$ cat src/rtl/pwm_led_fader.sv
// PWM LED fader: tick-driven 8-bit PWM with static duty or triangle "breathing" level.
// Level/mode only change at the period wrap so a period's waveform is never cut short.

module pwm_led_lane (
  input  logic clk,
  input  logic rst,
  input  logic en,
  input  logic mask,
  input  logic on,
  output logic led
);
  always_ff @(posedge clk) begin
    if (rst) led <= 1'b0;
    else     led <= en & mask & on;
  end
endmodule

module pwm_led_fader #(
  parameter int CHANNELS     = 18,
  parameter int STEP_PERIODS = 4
) (
  input  logic                iCLK,
  input  logic                iRST,
  input  logic                iTICK,
  input  logic                iEN,
  input  logic                iMODE,
  input  logic                iLOAD,
  input  logic [7:0]          iDUTY,
  input  logic [CHANNELS-1:0] iMASK,
  output logic [CHANNELS-1:0] oLED,
  output logic [7:0]          oLEVEL,
  output logic                oPERIOD_DONE
);
  localparam int SW = (STEP_PERIODS > 1) ? $clog2(STEP_PERIODS) : 1;

  localparam logic [1:0] ST_STATIC = 2'd0;
  localparam logic [1:0] ST_RISE   = 2'd1;
  localparam logic [1:0] ST_FALL   = 2'd2;

  logic [7:0]    cnt;
  logic [7:0]    shadow;
  logic [7:0]    level;
  logic [SW-1:0] step_cnt;
  logic [1:0]    state;
  logic          wrap;
  logic          last_step;
  logic [7:0]    next_shadow;
  logic          pwm_on;

  assign wrap        = iEN & iTICK & (cnt == 8'hFF);
  assign last_step   = (step_cnt == SW'(STEP_PERIODS - 1));
  // A load landing on the wrap cycle must take effect in the period it opens.
  assign next_shadow = iLOAD ? iDUTY : shadow;
  assign pwm_on      = (cnt < level);
  assign oLEVEL      = level;

  always_ff @(posedge iCLK) begin
    if (iRST) begin
      cnt          <= 8'd0;
      shadow       <= 8'd0;
      level        <= 8'd0;
      step_cnt     <= '0;
      state        <= ST_STATIC;
      oPERIOD_DONE <= 1'b0;
    end else begin
      if (iLOAD) shadow <= iDUTY;
      if (iEN && iTICK) cnt <= cnt + 8'd1;
      oPERIOD_DONE <= wrap;
      if (wrap) begin
        case (state)
          ST_STATIC: begin
            if (iMODE) begin
              state    <= ST_RISE;
              step_cnt <= '0;
            end else begin
              level <= next_shadow;
            end
          end
          ST_RISE, ST_FALL: begin
            if (!iMODE) begin
              state    <= ST_STATIC;
              level    <= next_shadow;
              step_cnt <= '0;
            end else if (!last_step) begin
              step_cnt <= step_cnt + SW'(1);
            end else begin
              step_cnt <= '0;
              // Turnarounds clamp so an odd entry level can never wrap past 0/255.
              if (state == ST_RISE) begin
                if (level >= 8'd254) begin
                  level <= 8'd255;
                  state <= ST_FALL;
                end else begin
                  level <= level + 8'd1;
                end
              end else begin
                if (level <= 8'd1) begin
                  level <= 8'd0;
                  state <= ST_RISE;
                end else begin
                  level <= level - 8'd1;
                end
              end
            end
          end
          default: state <= ST_STATIC;
        endcase
      end
    end
  end

  for (genvar g = 0; g < CHANNELS; g++) begin : g_lane
    pwm_led_lane u_lane (
      .clk  (iCLK),
      .rst  (iRST),
      .en   (iEN),
      .mask (iMASK[g]),
      .on   (pwm_on),
      .led  (oLED[g])
    );
  end
endmodule

$ cat config.mk
export PLATFORM = sky130hd
export DESIGN_NAME = pwm_led_fader
export DESIGN_NICKNAME = d
export VERILOG_FILES = /design/src/rtl/pwm_led_fader.sv
export SDC_FILE = /design/constraint.sdc
export NUM_CORES = 1
export LEC_CHECK = 0
export CAP_MARGIN = 40
export CORE_ASPECT_RATIO = 1.2
export CORE_MARGIN = 2
export CORE_UTILIZATION = 45
export CTS_BUF_LIST = sky130_fd_sc_hd__clkbuf_4
export CTS_CLUSTER_SIZE = 16
export DETAILED_ROUTE_END_ITERATION = 7
export PLACE_DENSITY = 0.76
export SYNTH_ARGS = -nofsm -noshare
export SYNTH_HDL_FRONTEND = slang
export SYNTH_SLANG_ARGS = --single-unit
$ cat constraint.sdc
create_clock -name iCLK -period 1.8 [get_ports iCLK]
set_input_delay 0.54 -clock iCLK [delete_from_list [all_inputs] [get_ports iCLK]]
set_output_delay 0.54 -clock iCLK [all_outputs]
set_load 0.02 [all_outputs]
==> summary by stage <==
Floorplan
In this run the horizontal extent of the chip is 72.1 microns. The total area inside the core boundary comes to 5330 sq um. The cell row count is 29.

The I/O pin total is 59. The die area is 6170 sq um. The initial core utilization is 46.9%. The chip height is 85.7 microns.

Global routing
The first global-routing pass estimated 9890 microns of wire. The overall track demand over capacity in global routing is 20.1%. The via count of the first global-routing pass is 2229. The maximum number of pins on one net before global-route repair is 32. The total grt overflow is 0. The initial antenna violation count is 0.

Routing
The count of nets left with antenna violations once routing finished came out at 0. Using the TritonRoute via totals, the vias-per-cell ratio works out to 5.41. The number of search-and-repair iterations in the first detailed-routing pass is 4.

The sum of routed wire length over all layers is 6470 microns. The routed wirelength normalized by instance count is 14.8 microns. In the routed design, unresolved DRC markers number 0. The DRC marker count from the first detailed-route iteration is 101. The routed layout has 2360 vias.

Critical path
The worst setup path is of the flip-flop to flip-flop kind. At the worst endpoint, the arrival time is 2150 ps. At the worst endpoint, the required time is 2050 ps.

The startpoint kind of the worst setup timing path is a flip-flop. STA classifies the critical path endpoint as a flip-flop. The highest fanout seen on the critical path is 3.

Synthesis
Ranked by instance count, the synthesized netlist is headed by sky130_fd_sc_hd__dfxtp_1, sky130_fd_sc_hd__nor2_1, sky130_fd_sc_hd__and2_1. The portion of the post-synthesis area used by sequential elements is 37.6%. The share of synthesized cell area in and, or, nand and nor gates is 22.0%. For this run, the leading register cell type out of synthesis is sky130_fd_sc_hd__dfxtp_1. The number of instances in the synthesized netlist is 283. The largest area contributor in the netlist is sky130_fd_sc_hd__dfxtp_1. After Yosys synthesis, full adders, half adders and majority gates account for 8.00% of the synthesized area.

The synthesized netlist devotes 3.85% of its cell area to XOR and XNOR gates. After synthesis, the mean cell area works out to 8.84 sq um. The synthesis-stage register bit count is 47. The number of flops mapped to enable cells by yosys is 0. Summing every instance area after synthesis gives 2500 sq um. The async set or reset register ratio after synthesis is 0%.

The post-synth net total is 331. Yosys attributes the largest share of cell area to sky130_fd_sc_hd__dfxtp_1, sky130_fd_sc_hd__ha_1, sky130_fd_sc_hd__buf_4. The count of yosys warnings during synthesis is 0.

The multiplexer area fraction after synthesis is 4.45%. The top cell type's share of synthesized area is 37.6%. The unique cell type count in the Yosys netlist is 48. The combinational family with the most area after synthesis is simple AND/OR/NAND/NOR gates. The most repeated cell in the gate-level netlist after synthesis is sky130_fd_sc_hd__dfxtp_1. The synthesized-area fraction occupied by ao, oa, aoi and oai cells is 14.4%.

Layout
The number of filler instances in the final layout is 449. The final core utilization is 68.4%. Relative to the synthesized area, the layout overhead comes to 45.8%. The final instance count without filler cells is 436.

The multi-input combinational cells in the finished layout cover a total of 1510 sq um. The finished cells cover 3650 sq um. The layout net count is 421. The fraction of final layout cells sized beyond drive strength 1 is 30.5%. The number of antenna diodes in the final layout is 0. Across the whole layout, storage elements account for 966 sq um.

STA
The final critical path takes up 105% of the cycle. Hold timing on the final database bottoms out at a slack of 491 ps. The number of setup violations in the final report is 2.

Measured against its own limit, the worst slew margin works out to 70.9%. Setup repair after global routing could not meet its margin everywhere. The fmax is 527 MHz.

The setup TNS is -180 ps. Once routing completed, OpenROAD measured the worst setup slack at -98.0 ps. The clock arrives with 27.2 ps of skew. Counting I/O delays and the setup requirement, the final critical path takes 1900 ps.

At the pin with the least slew margin, the transition time is 434 ps. The number of hold-slack violations in the final timing report came to 0. The final max-slew violation count is 0.

Placement
Detailed placement ended at an HPWL of 4620 microns. At the end of routability-driven placement, the weighted congestion stood at 0.899. The placed standard-cell area is 3340 sq um. The number of cells after detailed placement is 418.

The total of buffers placed on input and output ports is 58. Prior to clock tree synthesis, the placed netlist has a worst setup slack of -449 ps.

Clock network
The tree built by TritonCTS fans out to 47 sinks. The number of hold buffers added after CTS is 0. The clock tree synthesis step divided the H-tree into 2 levels. TritonCTS built the clock tree. The cell sitting at the root of the clock tree is a sky130_fd_sc_hd__clkbuf_4.

The number of clock buffers inserted by TritonCTS is 5. The clock passes through at most 2 buffers. The later-pin clock latency in the skew report is 380 ps. The clock input transition at the sequential cells of the worst setup and hold paths is 160 ps.

Power
In this run the static leakage power is 1.59 nW. Summing internal, switching and leakage power gives 1.75 mW. VDD sags by at most 0.345 mV. The power per cell area is 479 nW/um^2.

Status
The checks that failed: negative setup slack. The flow ran to the end, but the final reports show violations.

Hold path
The path class of the tightest hold or removal check is flip-flop to flip-flop.

Job
The number of max-cap violations is 0.
cell usage in the layout (no fill, tap or decap), drive strengths merged, types with 3 or more instances in the layout:
cell type and instances:
buf 58, dfxtp 47, clkdlybuf4s50 29, nor2 28, dlygate4sd2 20, and2 19, ha 16, a21oi 14
inv 14, nand3 11, nand2 11, mux2i 10, clkbuf 8, o21ai 8, nor3 7, a211oi 7
xor2 6, nand2b 5, xnor2 5, nand4 4, a31oi 4, o31ai 4, clkdlybuf4s15 3, and4 3
nor3b 3, or2 3
cell families after synthesis:
family                     Yosys count
muxes                               11
AOI/OAI and AO/OA                   51
buffers and inverters               44
and+or+nand+nor                    103
DFF                                 47
xor gates and xnor gates            11
adders and majority gates           16
metal layers:
layer  share of wire, %  global-route usage [%]  up-vias
met4                3.4                    8.75        0
li1                   -                       -     1148
met2                 50                    35.4      111
met3                7.9                    5.88       17
met1                 38                    22.4     1084
met5                  0                       0        -
final timing paths:
path | startpoint | depth (start not counted) | slack (ps) | endpoint
setup / recovery | oLEVEL[6] | 6 | -100 | state[0]
hold / removal | oLEVEL[4] | 2 | 490 | oLEVEL[4]
setup reg to reg | oLEVEL[6] | 6 | -100 | state[0]
hold reg to reg | oLEVEL[4] | 2 | 490 | oLEVEL[4]
power by group:
| group | switching [mW] | total, mW | internal [mW] |
|---|---|---|---|
| sequential | 0.00457 | 1.05 | 1.05 |
| combinational | 0.0658 | 0.172 | 0.106 |
| clock | 0.351 | 0.521 | 0.170 |
sequential cells by signal, summed over array words and instances, names as in the netlist:
register and cells:
g_lane.u_lane.led 18, cnt 8, oLEVEL 8, shadow 8
state 2, step_cnt 2, oPERIOD_DONE 1
critical path, stage by stage, from the launching register on:
cell and delay (ps):
sky130_fd_sc_hd__dfxtp_2 370, sky130_fd_sc_hd__or3_4 400, sky130_fd_sc_hd__buf_6 140, sky130_fd_sc_hd__o31ai_4 290, sky130_fd_sc_hd__a21oi_1 110, sky130_fd_sc_hd__a311o_1 310
sky130_fd_sc_hd__mux2i_1 130
what timing repair did:
action	CTS	global route
pin swaps	3	7
cloned	0	3
setup endpoints to repair	52	34
resized for setup	52	46
setup buffers	4	5
final cells by class:
class | instances | share of cell area, %
clock inverter | 2 | 0.343
timing repair buffer | 114 | 27.1
clock buffer | 6 | 1.23
tap | 62 | 2.13
sequential | 47 | 26.5
multi-input combinational | 192 | 41.3
inverter | 13 | 1.48
(Power assumes the default switching activity.)
